`src/rtl/md6_pad_responder.sv`:
```
// 6-button pad responder: synchronizes the host select line, tracks the
// select-pulse phase with an idle timeout and drives the registered pin levels.
module md6_pad_responder #(
    parameter int TIMEOUT_CYCLES = 72000
) (
    input  logic        clk,
    input  logic        reset_n,
    input  logic        sel,
    input  logic        six_btn_en,
    input  logic [11:0] btn,
    output logic [5:0]  pad_out,
    output logic [2:0]  phase
);

    localparam int CW = (TIMEOUT_CYCLES > 2) ? $clog2(TIMEOUT_CYCLES) : 1;
    localparam logic [CW-1:0] IDLE_MAX = CW'(TIMEOUT_CYCLES - 1);

    typedef enum logic [2:0] {
        PH0 = 3'd0,
        PH1 = 3'd1,
        PH2 = 3'd2,
        PH3 = 3'd3,
        PH4 = 3'd4
    } phase_t;

    logic          sync1;
    logic          sel_s;
    logic          sel_q;
    phase_t        phase_q;
    phase_t        phase_d;
    logic [CW-1:0] idle_q;
    logic [CW-1:0] idle_d;
    logic [5:0]    pad_d;
    logic          fall;
    logic          rise;

    // Reset values of 1 keep a held-high sel from looking like a falling edge.
    always_ff @(posedge clk or negedge reset_n) begin
        if (!reset_n) begin
            sync1 <= 1'b1;
            sel_s <= 1'b1;
            sel_q <= 1'b1;
        end else begin
            sync1 <= sel;
            sel_s <= sync1;
            sel_q <= sel_s;
        end
    end

    assign fall = sel_q & ~sel_s;
    assign rise = ~sel_q & sel_s;

    always_ff @(posedge clk or negedge reset_n) begin
        if (!reset_n) begin
            phase_q <= PH0;
            idle_q  <= '0;
            pad_out <= 6'b111111;
        end else begin
            phase_q <= phase_d;
            idle_q  <= idle_d;
            pad_out <= pad_d;
        end
    end

    always_comb begin
        phase_d = phase_q;
        idle_d  = idle_q;
        pad_d   = 6'b111111;

        if (fall || rise) begin
            idle_d = '0;
        end else if (idle_q != IDLE_MAX) begin
            idle_d = idle_q + 1'b1;
        end

        // An edge always beats a coincident timeout.
        if (!six_btn_en) begin
            phase_d = PH0;
        end else if (fall) begin
            case (phase_q)
                PH0:     phase_d = PH1;
                PH1:     phase_d = PH2;
                PH2:     phase_d = PH3;
                default: phase_d = PH4;
            endcase
        end else if (!rise && idle_q == IDLE_MAX) begin
            phase_d = PH0;
        end

        // Bit order, MSB first: pin9, pin6, pin4, pin3, pin2, pin1.
        if (sel_s) begin
            if (phase_d == PH3) begin
                pad_d = {~btn[5], ~btn[4], ~btn[8], ~btn[9], ~btn[10], ~btn[11]};
            end else begin
                pad_d = {~btn[5], ~btn[4], ~btn[0], ~btn[1], ~btn[2], ~btn[3]};
            end
        end else begin
            case (phase_d)
                PH3:     pad_d = {~btn[7], ~btn[6], 4'b0000};
                PH4:     pad_d = {~btn[7], ~btn[6], 4'b1111};
                default: pad_d = {~btn[7], ~btn[6], 2'b00, ~btn[2], ~btn[3]};
            endcase
        end
    end

    assign phase = phase_q;

endmodule

```
`config.mk`:
```
export PLATFORM = sky130hd
export DESIGN_NAME = md6_pad_responder
export DESIGN_NICKNAME = d
export VERILOG_FILES = /design/src/rtl/md6_pad_responder.sv
export SDC_FILE = /design/constraint.sdc
export NUM_CORES = 1
export LEC_CHECK = 0
export BUFFER_PORTS_ARGS = -buffer_cell sky130_fd_sc_hd__buf_2
export CAP_MARGIN = 20
export CORE_MARGIN = 8
export CORE_UTILIZATION = 35
export DETAILED_ROUTE_END_ITERATION = 8
export PLACE_DENSITY = 0.55
export SYNTH_ARGS = -nofsm -noshare
export SYNTH_HDL_FRONTEND = slang
export SYNTH_SLANG_ARGS = --single-unit
```
`constraint.sdc`:
```
create_clock -name clk -period 4.21 [get_ports clk]
set_input_delay 0.421 -clock clk [delete_from_list [all_inputs] [get_ports clk]]
set_output_delay 0.421 -clock clk [all_outputs]
set_load 0.05 [all_outputs]
```
==> flow_summary_export.csv, run 1 <==
group,metric,value,unit
finish,mostFrequentLayoutCell,"buf_2",
yosys,synth-edff-count,0,
finish,utilization,41.8,%
die,start_util,36.0,%
die,die-height,82.4,um
yosys,yosysWarnings,0,
placed_design,placed_cells,221,
worst_setup_path,regToRegEndpoint,"pad_out[0]",
placed_design,place_area,1700,um^2
yosys,synth-main-ff-cell,"dfrtp_1",
clocking,cts_hold_buf,0,
routing,drt-pass1-iter-count,4,
clocking,cts-root-buf,"clkbuf_8",
timing,max_freq,462,MHz
worst_setup_path,worstSetupStartpointType,"flip-flop",
worst_setup_path,cp-end-kind,"flip-flop",
flow_run,maxCapViolations,0,
yosys,syn_avg_cell_area,10.4,um^2
routing,num_vias,1167,
yosys,synth_nets,168,
routing,met2_length,1620,um
routing,drtIter0Drc,30,
yosys,synth_top_cell_area_share,32.4,%
global_route,first_global_vias,1178,
timing,finalMaxSlewViolations,0,
finish,final_cell_mix,"buf_2, dfrtp_1, nand2_1, o21ai_0, and2_1",
global_route,grt.overflow.total,0,
clocking,path_clk_slew,0.06,ns
yosys,synthDistinctLibCells,44,
power,powerDensity,346,nW/um^2
die,core-area,4290,um^2
routing,totalWireLength,3310,um
timing,skew,0.00875,ns
global_route,groute.usage.overall,10.7,%
timing,fin_crit,2.16,ns
yosys,netlist.top_cell.by_area,"dfrtp_1",
worst_setup_path,worstPathArrival,2.37,ns
placed_design,gp_congestion,0.786,
timing,tightest_slew,0.645,ns
placed_design,io_buffers,24,
die,io_pins,25,
routing,highest_layer,"met4",
power,leakagePower,0.839,nW
die,dieArea,6800,um^2
clocking,post_cts_buffers,0,
timing,fin_crit_sh,51.4,%
worst_setup_path,cp_max_fo,7,
global_route,antenna_found_initial,0,
timing,holdWs,0.167,ns
power,vdd_drop_max,0.160,mV
timing,fin_setup_tns,0,ns
placed_design,dp_hpwl,2370,um
yosys,async_flop_share,100,%
clocking,cts_tree,"done",
routing,wl_per_cell,14.4,um
routing,drtAntennaViolNets,0,
yosys,synthTopCellsByArea,"dfrtp_1, dfstp_2, and2_1",
timing,setup_viol,0,
timing,slew_headroom,57.0,%
finish,antenna_cells,0,
worst_setup_path,r2r-start,"sel_s",
die,die_w,82.4,um
worst_setup_path,ff2ff_path_depth,6,
routing,via_per_inst,5.10,
finish,areaGrowthSynthToFinish,16.0,%
outcome,run_status,"completed",
clocking,cts_resized,0,
yosys,seq_area_frac_synth,47.7,%
finish,final_cells,229,
worst_hold_path,hold_class,"in2async",
yosys,synth-seq-cells,29,
die,rows,24,
clocking,htreeDepth,2,
global_route,grt_max_degree,30,
timing,rsz0062_at_grt,"false",
yosys,syn_area,1550,um^2
yosys,synthCells,149,
clocking,cts_buffers,5,
finish,fin_nets,195,
finish,drive_gt1_share,26.6,%
clocking,cts_num_sinks,29,
timing,hold_violations,0,
finish,fin_area,1790,um^2
worst_setup_path,required,4.41,ns
worst_setup_path,crit_type,"reg2reg",
routing,drc_errors,0,
routing,wl_met1,1500,um
worst_setup_path,r2r_slack,2.05,ns
routing,wl_met3,160,um
clocking,clockBufferDepth,2,
global_route,grt_pass1_wl,5570,um
clocking,clk_latency,0.28,ns
worst_setup_path,crit_start,"sel_s",
-- stage by stage --
step	power, W	setup slack [ns]
floorplan	0.000365	2.18
global placement	0.000391	2.10
detailed placement	0.000393	2.05
CTS	0.000633	2.05
global route	0.000657	1.90
finish	0.000620	2.05
-- cell type report --
type	instances	area [um^2]
sequential	29	737
multi-input combinational	108	751
timing repair buffer	24	120
fill	427	2500
inverter	8	30.0
clock buffer	8	90.1
tap	52	65.1
-- cell families after synthesis --
group                    count (synthesis)  synth area share (%)
AO/OA/AOI/OAI                           34                  14.7
multiplexers                             3                  1.94
adder cells (fa/ha/maj)                  3                  2.43
buffers and inverters                   12                  3.72
flip-flops                              29                  47.7
XOR/XNOR                                10                  5.67
AND/OR/NAND/NOR                         58                  23.8
-- state kept, by name, summed over array words and instances (netlist names) --
signal	count
idle_q	17
pad_out	6
phase	3
sel_q	1
sel_s	1
sync1	1
-- routing by layer --
layer / GRT usage (%) / up-vias
met3: 3.57 / 4
met4: 4.39 / 0
met1: 12.9 / 562
li1: - / 583
met5: 0 / -
met2: 17.3 / 18
-- synth_stat cells, types with 3 or more instances --
library cell / count
dfrtp_1: 20
and2_1: 11
nand2_1: 11
o21ai_0: 11
dfstp_2: 9
inv_1: 8
a21boi_0: 7
xor2_1: 6
nand3_1: 5
or3_1: 5
a21oi_1: 4
xnor2_1: 4
a31oi_1: 3
ha_1: 3
mux2i_1: 3
nand4_1: 3
nor2_1: 3
nor3_1: 3
-- critical path, cell delays in order, from the launching register on --
cell     delay (ns)
dfstp_2        0.60
inv_1          0.13
ha_1           0.28
nand2_1        0.09
or4b_1         0.45
a31o_4         0.25
a211o_1        0.29
-- worst max-delay path by stage --
| stage | endpoint | slack, ns |
|---|---|---|
| 3_5_place_dp | pad_out[0] | 2.05 |
| 6_report | pad_out[0] | 2.05 |
| 4_1_cts | pad_out[0] | 2.05 |
| 5_1_grt | pad_out[0] | 1.90 |
| 2_1_floorplan | pad_out[0] | 2.18 |
| 3_3_place_gp | pad_out[1] | 2.10 |
-- power breakdown --
part           switching (W)  internal [W]  leakage [nW]   total, W
sequential         0.0000106      0.000296         0.370   0.000306
combinational      0.0000524     0.0000276         0.423  0.0000801
clock               0.000101      0.000133        0.0455   0.000234
total               0.000164      0.000456         0.839   0.000620
(Power assumes the default switching activity.)
==> run 2, diff against run 1 <==
--- a/config.mk
+++ b/config.mk
@@ -5,6 +5,7 @@
 export SDC_FILE = /design/constraint.sdc
 export NUM_CORES = 1
 export LEC_CHECK = 0
+export ABC_AREA = 1
 export BUFFER_PORTS_ARGS = -buffer_cell sky130_fd_sc_hd__buf_2
 export CAP_MARGIN = 20
 export CORE_MARGIN = 8
==> constraint.sdc (replaced) <==
create_clock -name clk -period 2.3 [get_ports clk]
set_input_delay 0.23 -clock clk [delete_from_list [all_inputs] [get_ports clk]]
set_output_delay 0.23 -clock clk [all_outputs]
set_load 0.05 [all_outputs]
==> run 2 against run 1 <==
  * Clock-buffer cell count decreased by 1
  * Routed wire length increased by 1.8%
  * Register-to-register slack lost 1.8 ns
  * Utilization increased by 0.98 points
  * Synthesized cell count is 16% higher
  * Via count grew 6.1%
  * Clock power up 100%
  * Sequential power increased by 81%
  * Power rose by 89%
  * Combinational power grew 87%
  * Critical path type unchanged
  * Largest cell class is now registers
  * Largest power group unchanged
==> flow_summary_export.csv, run 2 <==
group,metric,value,unit
outcome,run_status,"completed",
yosys,async_flop_share,100,%
global_route,first_global_vias,1202,
yosys,synthTopCellsByArea,"dfrtp_1, dfstp_2, nand2_1",
yosys,seq_area_frac_synth,47.4,%
finish,largest-register,"idle_q",
yosys,synth_nets,192,
yosys,synthCells,173,
timing,setup_viol,0,
finish,mostFrequentLayoutCell,"nand2_1",
flow_run,maxCapViolations,0,
clocking,htreeDepth,2,
finish,regArea,737,um^2
yosys,synthTopCellsByCount,"nand2_1, dfrtp_1, inv_1, nor2_1, nand3_1",
yosys,synthDistinctLibCells,35,
yosys,synth-edff-count,0,
finish,final_cell_mix,"nand2_1, buf_2, inv_1, dfrtp_1, nor2_1",
timing,hold_violations,0,
timing,max_freq,485,MHz
worst_setup_path,worst_path_max_delay_cell,"dfstp_2",
clocking,post_cts_buffers,0,
global_route,grt.overflow.total,0,
routing,via_per_inst,4.82,
yosys,synth-seq-cells,29,
finish,antenna_cells,0,
die,dieArea,6830,um^2
power,switching_share,27.2,%
global_route,grt_pass1_wl,5530,um
timing,tightest_slew,0.640,ns
routing,drtAntennaViolNets,0,
finish,areaGrowthSynthToFinish,18.8,%
finish,multi_input_area,723,um^2
power,powerDensity,635,nW/um^2
die,rows,24,
power,leakagePower,0.862,nW
global_route,antenna_found_initial,0,
finish,largest_reg_flops,17,
worst_setup_path,crit_chain,"inv_1, ha_1, inv_1, nand2_1, o21bai_2, nand2_2, nand2_4, nor2_1, nand3_1, nand3_2",
yosys,synth-main-ff-cell,"dfrtp_1",
timing,fin_crit_sh,89.6,%
global_route,groute.usage.overall,10.7,%
yosys,yosysMostFrequentCell,"nand2_1",
finish,utilization,42.7,%
die,core-area,4320,um^2
routing,drt-pass1-iter-count,4,
routing,num_vias,1238,
worst_setup_path,max_stage_delay,0.61,ns
die,die_w,82.7,um
timing,slew_headroom,57.3,%
routing,totalWireLength,3370,um
routing,wl_per_cell,13.1,um
placed_design,dp_hpwl,2450,um
clocking,cts_tree,"done",
yosys,synth_top_cell_area_share,32.2,%
routing,drc_errors,0,
finish,final_cells,257,
clocking,cts-root-buf,"clkbuf_8",
timing,finalMaxSlewViolations,0,
worst_hold_path,hold_class,"in2reg",
worst_setup_path,cp-end-kind,"flip-flop",
routing,drtIter0Drc,75,
power,p_clk_share,39.9,%
placed_design,gp_congestion,0.861,
worst_setup_path,crit_type,"reg2reg",
power,p_sw,0.000319,W
timing,fin_crit,2.06,ns
timing,fin_setup_tns,0,ns
worst_setup_path,ff2ff_path_depth,10,
power,vdd_drop_max,0.290,mV
worst_setup_path,required,2.53,ns
placed_design,placed_cells,248,
worst_setup_path,path_common_cell,"inv_1",
worst_setup_path,worstPathArrival,2.29,ns
clocking,cts_buffers,5,
yosys,syn_area,1560,um^2
yosys,yosysWarnings,0,
power,p_int,0.000855,W
power,seq_power_share,47.3,%
clocking,clk_latency,0.28,ns
die,start_util,36.0,%
yosys,syn_avg_cell_area,8.99,um^2
finish,fin_nets,223,
clocking,path_clk_slew,0.06,ns
finish,drive_gt1_share,33.2,%
clocking,cts_num_sinks,29,
timing,skew,0.00334,ns
worst_hold_path,hold_depth,1,
finish,fin_area,1850,um^2
clocking,clockBufferDepth,2,
die,io_pins,25,
placed_design,place_area,1740,um^2
timing,rsz0062_at_grt,"false",
die,die-height,82.7,um
global_route,grt_max_degree,30,
placed_design,io_buffers,24,
finish,nFillCells,440,
worst_setup_path,worstSetupStartpointType,"flip-flop",
yosys,netlist.top_cell.by_area,"dfrtp_1",
worst_setup_path,cp_max_fo,7,
power,p_comb_share,12.8,%
## run 2: changes by cell type after synthesis, moves of 6 or more
cell and change:
nand3_1 +7, inv_1 +12, xor2_1 -6, a21boi_0 -7, nor2_1 +14, nor2_2 +6, and2_1 -11, nand2_1 +16
## run 2: cells by family (layout without fill, tap and decap cells)
family	Yosys count	count (layout)	share of synthesized area (%)
AO/OA/AOI/OAI	25	25	9.65
XOR/XNOR	4	4	2.25
adder cells (fa/ha/maj)	3	3	2.41
buffers and inverters	25	57	6.11
flip-flops	29	29	47.4
multiplexers	2	2	1.29
AND/OR/NAND/NOR	85	85	30.9
## run 2: cell type report
cell class	instances	share of cell area, %
clock buffer	7	5.21
timing repair buffer	25	7.04
inverter	24	4.94
clock inverter	1	0.271
tap	52	3.52
multi-input combinational	119	39.1
sequential	29	39.9
## run 2: final timing paths
check | from | to | slack [ns]
setup / recovery | sel_s | pad_out[0] | 0.24
hold / removal | sel | sync1 | 0.04
setup reg to reg | sel_s | pad_out[0] | 0.24
hold reg to reg | sync1 | sel_s | 0.36
max in group asynchronous | reset_n | idle_q[1] | 1.39
min in group asynchronous | reset_n | idle_q[8] | 0.50
## run 2: worst max-delay path, delay by kind of cell (launching register included)
kind	cells	cell delay [ns]
AO/OA/AOI/OAI	1	0.19
adder cells (fa/ha/maj)	1	0.24
buffers and inverters	2	0.29
flip-flops	1	0.61
AND/OR/NAND/NOR	6	0.67
## run 2: repair_timing
item,CTS,global route
endpoints found under the hold margin,20,0
hold buffers,1,0
gates resized for setup,0,0
## run 2: routing by layer
layer,global-route usage (%),part of all wire [%],routed length (um)
met1,13.5,46,1550
met2,16.0,48,1620
met3,3.90,4.6,154
met4,4.66,1.3,44
met5,0,0,0
## run 2: power by group through the flow
| stage | clock (W) | sequential [W] | combinational [W] |
|---|---|---|---|
| after floorplan | 0 | 0.000602 | 0.0000619 |
| after global placement | 0 | 0.000564 | 0.000150 |
| after detailed placement | 0 | 0.000564 | 0.000150 |
| after CTS | 0.000483 | 0.000555 | 0.000152 |
| after global routing | 0.000507 | 0.000558 | 0.000164 |
| final | 0.000468 | 0.000555 | 0.000150 |
## run 2: through the flow
stage	hold slack [ns]	total power, W	setup slack, ns
finish	0.0390	0.00117	0.239
global route	0.0306	0.00123	0.0937
CTS	0.0287	0.00119	0.227
detailed placement	0.304	0.000714	0.344
global placement	0.301	0.000714	0.363
floorplan	-0.0656	0.000664	0.525
